**src/rtl/strobe_gen_pkg.sv**
```systemverilog
// Shared types and sizing helpers for the strobe generator.
package strobe_gen_pkg;

  typedef enum logic [1:0] {
    IDLE = 2'd0,
    HIGH = 2'd1,
    LOW  = 2'd2
  } strobe_state_t;

  // Bits needed to hold values 0..v, never less than one.
  function automatic int bits_for(input int v);
    int w;
    w = $clog2(v + 1);
    return (w < 1) ? 1 : w;
  endfunction

  function automatic int max2(input int a, input int b);
    return (a > b) ? a : b;
  endfunction

endpackage

```
**src/rtl/strobe_counter.sv**
```systemverilog
// Loadable down-counter; holds at zero instead of wrapping.
module strobe_counter #(
  parameter int W = 4
) (
  input  logic         clk_i,
  input  logic         rst_n_i,
  input  logic         load_i,
  input  logic [W-1:0] value_i,
  input  logic         en_i,
  output logic         zero_o
);

  logic [W-1:0] cnt_q, cnt_d;

  always_comb begin
    cnt_d = cnt_q;
    if (load_i)                       cnt_d = value_i;
    else if (en_i && (cnt_q != '0))   cnt_d = cnt_q - W'(1);
  end

  always_ff @(posedge clk_i or negedge rst_n_i) begin
    if (!rst_n_i) cnt_q <= '0;
    else          cnt_q <= cnt_d;
  end

  assign zero_o = (cnt_q == '0);

endmodule

```
**src/rtl/strobe_gen.sv**
```systemverilog
// Fixed-width strobe generator with minimum low gap and a saturating request queue.
module strobe_gen
  import strobe_gen_pkg::*;
#(
  parameter int HIGH_CYCLES_G = 1_000_000,
  parameter int LOW_CYCLES_G  = 1_000_000,
  parameter int PEND_MAX_G    = 3,
  localparam int PW           = $clog2(PEND_MAX_G + 1)
) (
  input  logic          clk_i,
  input  logic          rst_n_i,
  input  logic          trig_i,
  input  logic          cancel_i,
  output logic          strobe_o,
  output logic          busy_o,
  output logic [PW-1:0] pending_o,
  output logic          overflow_o
);

  localparam int CW = bits_for(max2(HIGH_CYCLES_G, LOW_CYCLES_G));
  localparam logic [CW-1:0] HIGH_V = CW'(HIGH_CYCLES_G - 1);
  localparam logic [CW-1:0] LOW_V  = CW'(LOW_CYCLES_G - 1);
  localparam logic [PW-1:0] PMAX   = PW'(PEND_MAX_G);

  strobe_state_t state_q, state_d;
  logic [PW-1:0] pend_q, pend_d;
  logic          ovf_q, ovf_d;
  logic          ld, en, zero, queue;
  logic [CW-1:0] ld_val;

  strobe_counter #(.W(CW)) u_cnt (
    .clk_i   (clk_i),
    .rst_n_i (rst_n_i),
    .load_i  (ld),
    .value_i (ld_val),
    .en_i    (en),
    .zero_o  (zero)
  );

  always_comb begin
    state_d = state_q;
    pend_d  = pend_q;
    ovf_d   = 1'b0;
    ld      = 1'b0;
    ld_val  = HIGH_V;
    en      = 1'b0;
    queue   = 1'b0;
    if (cancel_i) begin
      state_d = IDLE;
      pend_d  = '0;
      ld      = 1'b1;
      ld_val  = '0;
    end else begin
      case (state_q)
        IDLE: begin
          if (trig_i) begin
            state_d = HIGH;
            ld      = 1'b1;
          end
        end
        HIGH: begin
          queue = trig_i;
          if (zero) begin
            state_d = LOW;
            ld      = 1'b1;
            ld_val  = LOW_V;
          end else begin
            en = 1'b1;
          end
        end
        LOW: begin
          if (zero) begin
            // A live request takes this slot ahead of the queue; queue depth is untouched.
            if (trig_i) begin
              state_d = HIGH;
              ld      = 1'b1;
            end else if (pend_q != '0) begin
              state_d = HIGH;
              ld      = 1'b1;
              pend_d  = pend_q - PW'(1);
            end else begin
              state_d = IDLE;
            end
          end else begin
            en    = 1'b1;
            queue = trig_i;
          end
        end
        default: state_d = IDLE;
      endcase
      if (queue) begin
        if (pend_q == PMAX) ovf_d  = 1'b1;
        else                pend_d = pend_q + PW'(1);
      end
    end
  end

  always_ff @(posedge clk_i or negedge rst_n_i) begin
    if (!rst_n_i) begin
      state_q <= IDLE;
      pend_q  <= '0;
      ovf_q   <= 1'b0;
    end else begin
      state_q <= state_d;
      pend_q  <= pend_d;
      ovf_q   <= ovf_d;
    end
  end

  assign strobe_o   = (state_q == HIGH);
  assign busy_o     = (state_q != IDLE);
  assign pending_o  = pend_q;
  assign overflow_o = ovf_q;

endmodule

```
**config.mk**
```make
export PLATFORM = sky130hd
export DESIGN_NAME = strobe_gen
export DESIGN_NICKNAME = d
export VERILOG_FILES = /design/src/rtl/strobe_gen_pkg.sv /design/src/rtl/strobe_counter.sv /design/src/rtl/strobe_gen.sv
export SDC_FILE = /design/constraint.sdc
export NUM_CORES = 1
export LEC_CHECK = 0
export BUFFER_PORTS_ARGS = -buffer_cell sky130_fd_sc_hd__buf_2
export CAP_MARGIN = 20
export CORE_MARGIN = 4
export CORE_UTILIZATION = 63
export CTS_BUF_LIST = sky130_fd_sc_hd__clkbuf_8
export DETAILED_ROUTE_END_ITERATION = 6
export HOLD_SLACK_MARGIN = 0.02
export PLACE_DENSITY = 0.78
export SYNTH_ARGS = -nofsm -noshare
export SYNTH_HDL_FRONTEND = slang
export SYNTH_SLANG_ARGS = --single-unit
export TNS_END_PERCENT = 10
```
**constraint.sdc**
```tcl
create_clock -name clk_i -period 2.75 [get_ports clk_i]
set_input_delay 0.55 -clock clk_i [delete_from_list [all_inputs] [get_ports clk_i]]
set_output_delay 0.55 -clock clk_i [all_outputs]
set_load 0.01 [all_outputs]
```
## Word-level counts from Yosys, hierarchy flattened

Index checks and enable logic that the tools add are counted.

- Memory bits (writable): 0
- Logic and storage cells: 55
- Output and inout port bits: 5
- Register bits after elaboration: 25
- Memories: 0
- Bits in latches: 0
- Bits in read-only memories: 0

- Order comparisons: 0
- Equality and inequality tests: 6
- Bitwise gates (word level): 0
- Div/mod/pow operators: 0
- $add $sub $neg: 3
- Reductions and logical operators: 9
- Shift-type cells: 0
- Multipliers: 0
- Mux-type cells: 33

Operators by type and width:

| operator | number |
|---|---|
| 20-bit 2-to-1 mux | 3 |
| 2-bit 2-to-1 mux | 11 |
| 20-bit zero test | 1 |
| 20-bit nonzero test | 1 |
| 20-bit by 1-bit subtractor with 20-bit output, second input constant | 1 |
| 1-bit 2-to-1 mux | 16 |
| 3-bit by 2-bit inequality test with 1-bit output, second input constant | 2 |
| 2-bit case mux with 3 select lines | 1 |
| 2-bit nonzero test | 3 |
| 2-bit equality test, second input constant | 2 |
| 3-bit inequality test, second input constant | 1 |
| 1-bit case mux with 3 select lines | 1 |
| 3-bit AND reduction | 1 |
| 2-bit by 1-bit adder with 2-bit output, second input constant | 1 |
| 2-bit by 1-bit equality test with 1-bit output, second input constant | 1 |
| 2-bit zero test | 1 |
| 1-bit case mux with 2 select lines | 1 |
| 2-bit OR reduction | 1 |
| 2-bit by 1-bit subtractor with 2-bit output, second input constant | 1 |
| 1-bit logical AND | 1 |

## Logic depth before layout (Yosys ltp)

Gate-level depths: netlist of run 1.

- Depth after elaboration: 8
- Gate-level depth with buffers: 8
- Gate-level depth less buffers: 7

## By module

From an unflattened synthesis of run 1, not the netlist that was laid out.

- Cells, all modules: 207
- Area, all modules: 1776.7 µm²

Modules (own cells, without submodules):

| module | seq. area each (µm²) | area each (µm²) | cells an instance | times used |
|---|---|---|---|---|
| strobe_counter | 500.5 | 1411.4 | 165 | 1 |
| strobe_gen | 125.1 | 365.4 | 42 | 1 |

## Least setup slack after synthesis of run 1

Ideal clock, no wire load.

- Kind: register to register
- Start: reg u_cnt.cnt_q[0]
- End: reg pend_q[1] (netlist: pending_o[1])
- Path slack: 589 ps
- Library setup time: 136 ps
- Stages on the path, launching flop included: 9
- Data arrival time: 2025 ps
- Buffers on the path: 1
- Path through: dfrtp_1 -> inv_1 -> ha_1 -> or3b_2 -> or2_4 -> buf_6 -> or4_1 -> o21ai_1 -> a21oi_1

- Word-level cells in the longest chain between the ends: 6
- Elaborated cells between the ends (all ways): 9
- Those cells by class: mux (8); reduce/logical (1)

RTL lines:

| element | line | text |
|---|---|---|
| start: declaration | strobe_counter.sv:13 | `logic [W-1:0] cnt_q, cnt_d;` |
| start signal: assignment | strobe_counter.sv:23 | `else cnt_q <= cnt_d;` |
| 20-bit zero test * | strobe_counter.sv:26 | `assign zero_o = (cnt_q == '0);` |
| 1-bit 2-to-1 mux or 2-bit 2-to-1 mux (tied branches) | strobe_gen.sv:72 | `if (zero) begin` |
| 1-bit case mux with 2 select lines or 2-bit 2-to-1 mux (tied branches) | strobe_gen.sv:54 | `case (state_q)` |
| 1-bit 2-to-1 mux or 2-bit 2-to-1 mux (tied branches) | strobe_gen.sv:48, strobe_gen.sv:92 |  |
| 2-bit 2-to-1 mux * | strobe_gen.sv:91 | `if (queue) begin` |
| 2-bit 2-to-1 mux * | strobe_gen.sv:48 | `if (cancel_i) begin` |
| via pend_d[1] | strobe_gen.sv:26 | `logic [PW-1:0] pend_q, pend_d;` |
| end signal: assignment | strobe_gen.sv:105 | `pend_q <= pend_d;` |
| end: declaration | strobe_gen.sv:26 |  |

Mark *: on every way through the listed nets, which the timed path passes. The rest lies on a longest branch. The select of a mux whose other input is x is not followed.
A chain may end at the register's enable or synchronous reset.

## Final worst setup path of run 1

- Start: reg state_q[0]
- End: reg u_cnt.cnt_q[5]

- Word-level cells in the longest chain between the ends: 6
- Elaborated cells between the ends (all ways): 11
- Those cells by class: eq/ne (2); mux (5); reduce/logical (4)

RTL lines:

| element | line | text |
|---|---|---|
| start: declaration | strobe_gen.sv:25 | `strobe_state_t state_q, state_d;` |
| start signal: assignment | strobe_gen.sv:104 | `state_q <= state_d;` |
| 2-bit by 1-bit equality test with 1-bit output or 2-bit equality test (tied branches) | strobe_gen.sv:54 |  |
| 2-bit OR reduction (no line) | n/a |  |
| 1-bit 2-to-1 mux | n/a |  |
| 1-bit 2-to-1 mux | strobe_gen.sv:48 |  |
| 1-bit logical AND | strobe_counter.sv:18 | `else if (en_i && (cnt_q != '0)) cnt_d = cnt_q - W'(1);` |
| 2-bit nonzero test (no line) | n/a |  |

Several ways; a longest one is shown, not always the timed one.

==> run metrics, run 1 <==
worst-skew pair later-pin latency 0.27 ns; data required time of the worst path 2.92 ns; post-detailed-route count of antenna-violating nets 0; main combinational cell family by area after synthesis compound AO/OA/AOI/OAI gates; cts hold-fix bufs 0; clock slew at reported path FFs 0.10 ns; Area growth syn-to-layout 7.460%; IO Count 9; CTS H-Tree Depth 1; status complete, no violations; post-synthesis mux area share 1.281%; setup TNS 0 ns; Worst setup SP type register; Post-synth EDFFs 0; most common cell in the netlist dfrtp_1; met3 usage 3.268%; asr flop ratio synth 100.0%; average size of a mapped cell 8.927 um2; pin count of the biggest net entering global routing 26; antenna cells 0; max-cap violation count 0; fin crit share 88.75%; Synth top area share 37.68%; Synth Area in Simple Gates 22.16%; GR Overflow Total 0; compound-gate portion of the synthesized area 25.17%; met1 Usage GRT 33.29%; Die ar. 3521 um2; Die Span X 59.34 um; Initial Utilization 66.42%; Post-Route WL 4022 um; Num CTS Buffers 3; XOR/XNOR Fraction of Synth Area 3.165%; initial antenna violation count 0; worst slew pin tran 0.5924 ns; 1st-pass router iterations 5; Clock Tree Root clkbuf_8; CTS sink cnt 25; Synth Net Count 196; Layout Nets 206; DR vias 1,510; FP Rows 18; minimum clock period after layout 2.441 ns; met2 usage 41.65%; Commonest cells post-synth dfrtp_1, nor2_1, a21oi_1; GRT Overall Usage 25.05%; Setup-failing EPs final 0; top post-synthesis cells by area dfrtp_1, ha_1, nor2_1, a21oi_1, nor4_1; Setup crit end kind register; Clock Skew 0.009359 ns; core area 2500 um2; Post-Syn Instances 186; CP Class register to register; fillers 195; First DRT Iteration DRCs 98; PwrDens 569.0 nW/um2; vias per inst 6.711; CTS tree done; Crit path arrival time 2.61 ns; first-pass GRT wire length 6720 um; Resize count post-CTS 0; vias in the first global route 1,458; most used routing layer met2; deepest clock path buffer count 2; P_leak 0.7427 nW; Max Slew Vio Count 0; # DRC 0; biggest area consumer among synthesized cells dfrtp_1; Worst Reg2Reg Path Length in Cells 6; yosys warns 0; flops & latches, synth 25; layout cells sized above 1 14.87%; Most used DFF post-synth dfrtp_1; VDD IR-drop max 0.4396 mV; Final Hold Fails 0; Final WS setup 0.3094 ns; RSZ-0062 raised after global routing false; routed len/inst 17.88 um; reg2reg start state_q[0]; Post-Place Worst Slack 0.3426 ns; Rel. slew slack 60.50%; Port Buffer Count 8; Hold WS 0.2554 ns; GP Congestion 0.9497; fmax 409.7 MHz; Post CTS Setup Buffer Count 0; Final Cell Area 1784 um2; post-synthesis adder-cell area fraction 4.521%; die height 59.34 um; Placed Area 1735 um2; count of cell types in the netlist 50; sequential share of the synthesized area 37.68%; hold crit path type input pin to asynchronous set/reset pin; synthesized cell area 1660 um2; HPWL after DPL 2968 um; CP max FO 10; Setup crit start state_q[0]
## per-stage QoR
step / util (%) / power, W / cells
global route: 71.37 / 0.001072 / 225
global placement: 69.42 / 0.0007714 / 221
floorplan: - / 0.0006956 / 186
detailed placement: 69.42 / 0.0007878 / 221
CTS: 71.37 / 0.001009 / 225
finish: 71.37 / 0.001015 / 225
## final timing paths
| kind | slack [ns] | to |
|---|---|---|
| max in group asynchronous | 2.11 | state_q[1] |
| min in group clk_i | 0.55 | u_cnt.cnt_q[17] |
| worst min register to register | 0.55 | u_cnt.cnt_q[17] |
| worst max-delay path | 0.31 | u_cnt.cnt_q[5] |
| worst max register to register | 0.31 | u_cnt.cnt_q[5] |
| worst min-delay path | 0.26 | u_cnt.cnt_q[7] |
## registers in the layout, indices dropped and copies added, names as in the netlist
| register | cells |
|---|---|
| u_cnt.cnt_q | 20 |
| overflow_o | 1 |
| state_q | 2 |
| pending_o | 2 |
## cells in the final DEF (no fill, tap or decap), types with 2 or more instances in the layout
master,Yosys,layout
nor3_1,5,5
o2111ai_1,3,3
nor2_1,19,19
xnor2_1,2,2
o21ai_1,2,2
xor2_1,4,4
or3_1,2,2
inv_1,11,11
o221a_2,2,2
or4_1,4,4
a311oi_1,2,2
buf_2,2,8
nor3b_1,2,2
o41a_1,2,2
clkbuf_8,0,3
o311a_1,2,2
nor4_1,8,8
a211oi_1,2,2
o21ai_0,8,8
nand4_1,2,2
ha_1,6,6
buf_4,0,7
or2_2,3,3
nand2_1,12,12
o211ai_1,4,4
o22a_1,2,2
dfrtp_1,25,25
a21oi_1,14,14
and4_1,2,2
o31ai_1,3,3
a2111oi_0,2,2
o22ai_1,4,4
## where the power goes
group          internal (W)  total [W]  switching (W)
Sequential         0.000400   0.000439      0.0000386
Clock              0.000103   0.000225       0.000122
Combinational      0.000129   0.000352       0.000223
Total              0.000632    0.00102       0.000383
## worst max-delay path, cell delays in order (launching register included)
cell and delay, ns:
dfrtp_1 0.42, inv_1 0.09, ha_1 0.47, inv_1 0.16, a21oi_1 0.50, mux2_2 0.42
o311a_1 0.29
## kinds of logic after synthesis
logic type | Yosys count
multiplexers | 2
XOR/XNOR | 6
flip-flops | 25
AO/OA/AOI/OAI | 57
adder cells (fa/ha/maj) | 6
AND/OR/NAND/NOR | 68
buffers and inverters | 22
## metal layers
layer | up-vias | part of all wire, %
li1 | 722 | -
met5 | - | 0
met4 | 0 | 1.3
met3 | 8 | 6.6
met2 | 74 | 50
met1 | 706 | 42
## final cells by class
class | instances | area, um2 | share of cell area [%]
Inverter | 12 | 45.04 | 2.525
Sequential cell | 25 | 625.6 | 35.06
Clock buffer | 3 | 41.29 | 2.314
Clock inverter | 1 | 7.507 | 0.4208
Multi-Input combinational cell | 139 | 934.6 | 52.38
Tap cell | 30 | 37.54 | 2.104
Timing Repair Buffer | 15 | 92.59 | 5.189
(Power assumes the default switching activity.)
==> run 2: changes to the inputs <==
--- a/config.mk
+++ b/config.mk
@@ -7,12 +7,13 @@
 export LEC_CHECK = 0
 export BUFFER_PORTS_ARGS = -buffer_cell sky130_fd_sc_hd__buf_2
 export CAP_MARGIN = 20
+export CORE_ASPECT_RATIO = 1.75
 export CORE_MARGIN = 4
-export CORE_UTILIZATION = 63
+export CORE_UTILIZATION = 45
 export CTS_BUF_LIST = sky130_fd_sc_hd__clkbuf_8
 export DETAILED_ROUTE_END_ITERATION = 6
 export HOLD_SLACK_MARGIN = 0.02
-export PLACE_DENSITY = 0.78
+export PLACE_DENSITY = 0.58
 export SYNTH_ARGS = -nofsm -noshare
 export SYNTH_HDL_FRONTEND = slang
 export SYNTH_SLANG_ARGS = --single-unit
==> run metrics, run 2 (synthesized netlist as in run 1, its figures left out) <==
Internal 0.0006356 W (+0.57%); Comb power frac 34.6% (about the same); GP Congestion 0.8160 (-14%); Resize count post-CTS 0 (unchanged); IO Count 9 (unchanged); deepest clock path buffer count 2 (unchanged); Worst setup SP type register; Hold WS 0.2602 ns (+0.004743 ns); Placed Area 1763 um2 (+1.6%); Clock Power Share 22.6% (+0.5 points); Clock Skew 0.01008 ns (+0.0007225 ns); Psw 0.0003984 W (+4.0%); worst slew pin tran 0.5766 ns (-0.01586 ns); worst-skew pair later-pin latency 0.28 ns (about the same); Worst Reg2Reg Path Length in Cells 6 (unchanged); Final Cell Area 1812 um2 (+1.5%); layout cells sized above 1 15.31% (+0.43 points); Initial Utilization 46.22% (-20 points); GR Overflow Total 0 (unchanged); FP Rows 29 (+11); Post-Place Worst Slack 0.4352 ns (+0.09256 ns); Die Span X 53.92 um (-9.1%); Setup crit start u_cnt.cnt_q[14]; fmax 422.0 MHz (+3.0%); CTS H-Tree Depth 1 (unchanged); most common cell after layout, fill and taps aside dfrtp_1; CP max FO 12 (+2); setup TNS 0 ns (unchanged); Clock Tree Root clkbuf_8; 1st-pass router iterations 4 (-1); critical path capture point u_cnt.cnt_q[17]; max reg flops 20 (unchanged); routed len/inst 18.00 um (+0.72%); Final Hold Fails 0 (unchanged); Post-Route WL 4357 um (+8.3%); Num CTS Buffers 3 (unchanged); clock slew at reported path FFs 0.10 ns (about the same); Die ar. 4764 um2 (+35%); first-pass GRT wire length 7293 um (+8.5%); CTS sink cnt 25 (unchanged); post-detailed-route count of antenna-violating nets 0 (unchanged); # DRC 0 (unchanged); vias per inst 6.202 (-7.6%); reg2reg start u_cnt.cnt_q[14]; Rel. slew slack 61.56% (+1.1 points); vias in the first global route 1,512 (+3.7%); Area growth syn-to-layout 9.118%; P_leak 0.7473 nW (+0.62%); hold crit path type input pin to asynchronous set/reset pin; most frequent cells in the layout dfrtp_1, nor2_1, a21oi_1; core area 3592 um2 (+44%); Port Buffer Count 8 (unchanged); Final WS setup 0.3804 ns (+0.07098 ns); GRT Overall Usage 20.85% (-4.2 points); Switching Share 38.53% (+0.78 points); PwrDens 570.7 nW/um2 (+0.30%); status complete, no violations; max-cap violation count 0 (unchanged); Crit path arrival time 2.51 ns (-0.10 ns); largest reg by FF count u_cnt.cnt_q; VDD IR-drop max 0.3034 mV (-31%); CP Class register to register; worst reg2reg path endpoint u_cnt.cnt_q[17]; Post CTS Setup Buffer Count 0 (unchanged); Sequential Power Share 42.8% (-0.4 points); overall power 0.001034 W (+1.8%); antenna cells 0 (unchanged); data required time of the worst path 2.89 ns (-0.03 ns); cts hold-fix bufs 0 (unchanged); initial antenna violation count 0 (unchanged); Setup crit end kind register; fin crit share 86.17% (-2.6 points); Setup-failing EPs final 0 (unchanged); R2R Setup Slk 0.38 ns (+0.07 ns); First DRT Iteration DRCs 47 (-52%); CTS tree done; Layout Nets 207 (+0.49%); DR vias 1,501 (-0.60%); minimum clock period after layout 2.370 ns (-0.07098 ns); HPWL after DPL 3297 um (+11%); RSZ-0062 raised after global routing false; pin count of the biggest net entering global routing 26 (unchanged); Max Slew Vio Count 0 (unchanged); die height 88.36 um (+49%)
## run 2: cell count changes in the layout (fill, tap and decap cells not counted)
| cell | delta |
|---|---|
| buf_4 | +1 |
## run 2: power groups by stage
stage	clock (W)	sequential (W)	combinational (W)
after CTS	0.000236	0.000440	0.000355
after global placement	0	0.000445	0.000344
final	0.000233	0.000442	0.000358
after global routing	0.000246	0.000447	0.000396
after floorplan	0	0.000435	0.000261
after detailed placement	0	0.000447	0.000352
## run 2: routing by layer
| metal | vias up | global-route usage [%] | routed length [um] |
|---|---|---|---|
| li1 | 719 | - | - |
| met1 | 729 | 22.95 | 1712 |
| met2 | 41 | 38.08 | 2377 |
| met3 | 12 | 2.361 | 119 |
| met4 | 0 | 9.535 | 147 |
| met5 | - | 0 | 0 |
## run 2: cell type report
type	instances	area, um2
fill	343	1780
multi-input combinational	139	934.6
sequential	25	625.6
timing repair buffer	16	100.1
tap	46	57.56
inverter	12	45.04
clock buffer	3	41.29
clock inverter	1	7.507
## run 2: through the flow
| stage | std cells | util, % |
|---|---|---|
| after floorplan | 186 | - |
| after global placement | 238 | 49.08 |
| after CTS | 242 | 50.44 |
| final | 242 | 50.44 |
| after global routing | 242 | 50.44 |
| after detailed placement | 238 | 49.08 |
## run 2: worst min path at each step
stage / startpoint / to / depth (start not counted)
after global routing: rst_n_i / u_cnt.cnt_q[13] / 1
after detailed placement: u_cnt.cnt_q[17] / u_cnt.cnt_q[17] / 1
after global placement: u_cnt.cnt_q[15] / u_cnt.cnt_q[15] / 2
after floorplan: rst_n_i / overflow_o / 0
final: rst_n_i / u_cnt.cnt_q[13] / 1
after CTS: rst_n_i / u_cnt.cnt_q[13] / 1
## run 2: worst max-delay path, cell delays in order (launching register included)
cell and delay (ns):
dfrtp_1 0.43, nor4_1 0.52, and4_1 0.45, a21oi_1 0.14, buf_4 0.21, a2111oi_0 0.39
a311oi_1 0.09
==> run 3: changes to the inputs <==
--- a/config.mk
+++ b/config.mk
@@ -8,7 +8,7 @@
 export BUFFER_PORTS_ARGS = -buffer_cell sky130_fd_sc_hd__buf_2
 export CAP_MARGIN = 20
 export CORE_ASPECT_RATIO = 1.75
-export CORE_MARGIN = 4
+export CORE_MARGIN = 1.5
 export CORE_UTILIZATION = 45
 export CTS_BUF_LIST = sky130_fd_sc_hd__clkbuf_8
 export DETAILED_ROUTE_END_ITERATION = 6
==> constraint.sdc (replaced) <==
create_clock -name clk_i -period 2.75 [get_ports clk_i]
set_input_delay 0.1375 -clock clk_i [delete_from_list [all_inputs] [get_ports clk_i]]
set_output_delay 0.1375 -clock clk_i [all_outputs]
set_load 0.01 [all_outputs]
==> run metrics, run 3 (synthesized netlist as in run 1, its figures left out) <==
slowest stage delay, CP 0.60 ns (+0.08 ns); FP Rows 29 (unchanged); IO Count 9 (unchanged); Clock Skew 0.006098 ns (-0.003983 ns); worst slew pin tran 0.7244 ns (+0.1478 ns); GRT Overall Usage 22.52% (+1.7 points); core area 3592 um2 (unchanged); Die ar. 4077 um2 (-14%); layout cells sized above 1 14.36% (-0.95 points); Max Slew Vio Count 0 (unchanged); Post-Route WL 4144 um (-4.9%); Setup crit end kind register; Initial Utilization 46.22% (unchanged); hold crit path type input pin to register; max-cap violation count 0 (unchanged); die height 83.36 um (-5.7%); critical path's slowest cell a21oi_1; VDD IR-drop max 0.3118 mV (+2.8%); # DRC 0 (unchanged); setup TNS 0 ns (unchanged); Internal 0.0006306 W (-0.79%); 1st-pass router iterations 4 (unchanged); clock slew at reported path FFs 0.09 ns (about the same); Layout Nets 206 (-0.48%); Final Cell Area 1804 um2 (-0.41%); CTS H-Tree Depth 1 (unchanged); Die Span X 48.92 um (-9.3%); Worst setup SP type register; GP Congestion 0.8662 (+6.2%); vias in the first global route 1,514 (+0.13%); Sequential Power Share 43.4% (+0.6 points); routed len/inst 17.20 um (-4.5%); pin count of the biggest net entering global routing 26 (unchanged); Psw 0.0003849 W (-3.4%); Placed Area 1748 um2 (-0.85%); first-pass GRT wire length 7210 um (-1.1%); CTS tree done; data required time of the worst path 2.91 ns (+0.02 ns); Hold WS 0.1896 ns (-0.07059 ns); worst-skew pair later-pin latency 0.27 ns (about the same); largest reg by FF count u_cnt.cnt_q; CTS sink cnt 25 (unchanged); PwrDens 562.8 nW/um2 (-1.4%); Clock Tree Root clkbuf_8; fmax 389.1 MHz (-7.8%); fillers 342 (-0.29%); vias per inst 6.162 (-0.66%); Comb power frac 34.4% (-0.2 points); Area growth syn-to-layout 8.666%; CP Class register to register; antenna cells 0 (unchanged); CP max FO 10 (-2); Switching Share 37.90% (-0.63 points); DR vias 1,485 (-1.1%); First DRT Iteration DRCs 52 (+11%); Setup-failing EPs final 0 (unchanged); post-detailed-route count of antenna-violating nets 0 (unchanged); deepest clock path buffer count 2 (unchanged); most common cell after layout, fill and taps aside dfrtp_1; Resize count post-CTS 0 (unchanged); HPWL after DPL 3186 um (-3.4%); Final Hold Fails 0 (unchanged); initial antenna violation count 0 (unchanged); Rel. slew slack 51.71% (-9.9 points); critical path buffer and inverter count 2 (+1); status complete, no violations; worst-path cell chain inv_1 > ha_1 > inv_1 > a21oi_1 > mux2_2 > o311a_1; P_leak 0.7458 nW (-0.20%); minimum clock period after layout 2.570 ns (+0.2004 ns); Num CTS Buffers 3 (unchanged); GR Overflow Total 0 (unchanged); crit-path leading delay family compound AO/OA/AOI/OAI gates; Port Buffer Count 8 (unchanged); Crit path arrival time 2.73 ns (+0.22 ns); crit-path most repeated cell inv_1; fin crit share 93.46% (+7.3 points); RSZ-0062 raised after global routing false; most frequent cells in the layout dfrtp_1, nor2_1, a21oi_1; Clock Power Share 22.2% (-0.4 points); max reg flops 20 (unchanged)
==> run 3: stage by stage <==
stage                     total power [W]  worst slack (ns)  utilization (%)  instances
final                            0.001016            0.1800            50.23        241
after global routing             0.001081           0.01072            50.23        241
after CTS                        0.001020            0.1822            50.23        241
after global placement          0.0007896            0.2131            48.66        236
after detailed placement        0.0007916            0.1969            48.66        236
after floorplan                 0.0006956            0.5895                -        186
==> run 3: worst reg2reg max path: stages (launching register included) <==
cell and delay [ns]:
dfrtp_1 0.41, inv_1 0.08, ha_1 0.48, inv_1 0.17
a21oi_1 0.60, mux2_2 0.42, o311a_1 0.29
==> run 3: area by class of cell <==
type / instances / area (um2) / area share [%]
clock buffer: 3 / 41.29 / 2.288
clock inverter: 1 / 5.005 / 0.2774
inverter: 12 / 45.04 / 2.497
multi-input combinational: 139 / 934.6 / 51.80
sequential: 25 / 625.6 / 34.67
tap: 46 / 57.56 / 3.190
timing repair buffer: 15 / 95.09 / 5.270
==> run 3: timing repair <==
item	4_1_cts	5_1_grt
hold buffers	1	0
setup buffers	0	0
endpoints found under the hold margin	25	0
==> run 3: path summary, 6_finish.rpt <==
check                                 from              end  cells after the start  slack, ns
setup / recovery                state_q[0]   u_cnt.cnt_q[5]                      6       0.18
hold / removal                    cancel_i       state_q[0]                      2       0.19
setup reg to reg                state_q[0]   u_cnt.cnt_q[5]                      6       0.18
hold reg to reg            u_cnt.cnt_q[17]  u_cnt.cnt_q[17]                      1       0.54
max in group asynchronous          rst_n_i     pending_o[0]                      2       1.97
min in group asynchronous          rst_n_i   u_cnt.cnt_q[7]                      2       0.38
==> run 3: power groups by stage <==
stage | sequential [W] | clock (W) | combinational, W
6_report | 0.000440 | 0.000226 | 0.000350
5_1_grt | 0.000448 | 0.000247 | 0.000386
4_1_cts | 0.000439 | 0.000233 | 0.000348
3_5_place_dp | 0.000446 | 0 | 0.000345
3_3_place_gp | 0.000445 | 0 | 0.000344
2_1_floorplan | 0.000435 | 0 | 0.000261
==> run 3: layer usage <==
layer	track usage [%]	share of wire, %	up-vias
li1	-	-	720
met1	25.29	38	714
met2	42.09	56	41
met3	1.799	2.9	10
met4	9.610	2.7	0
met5	0	0	-
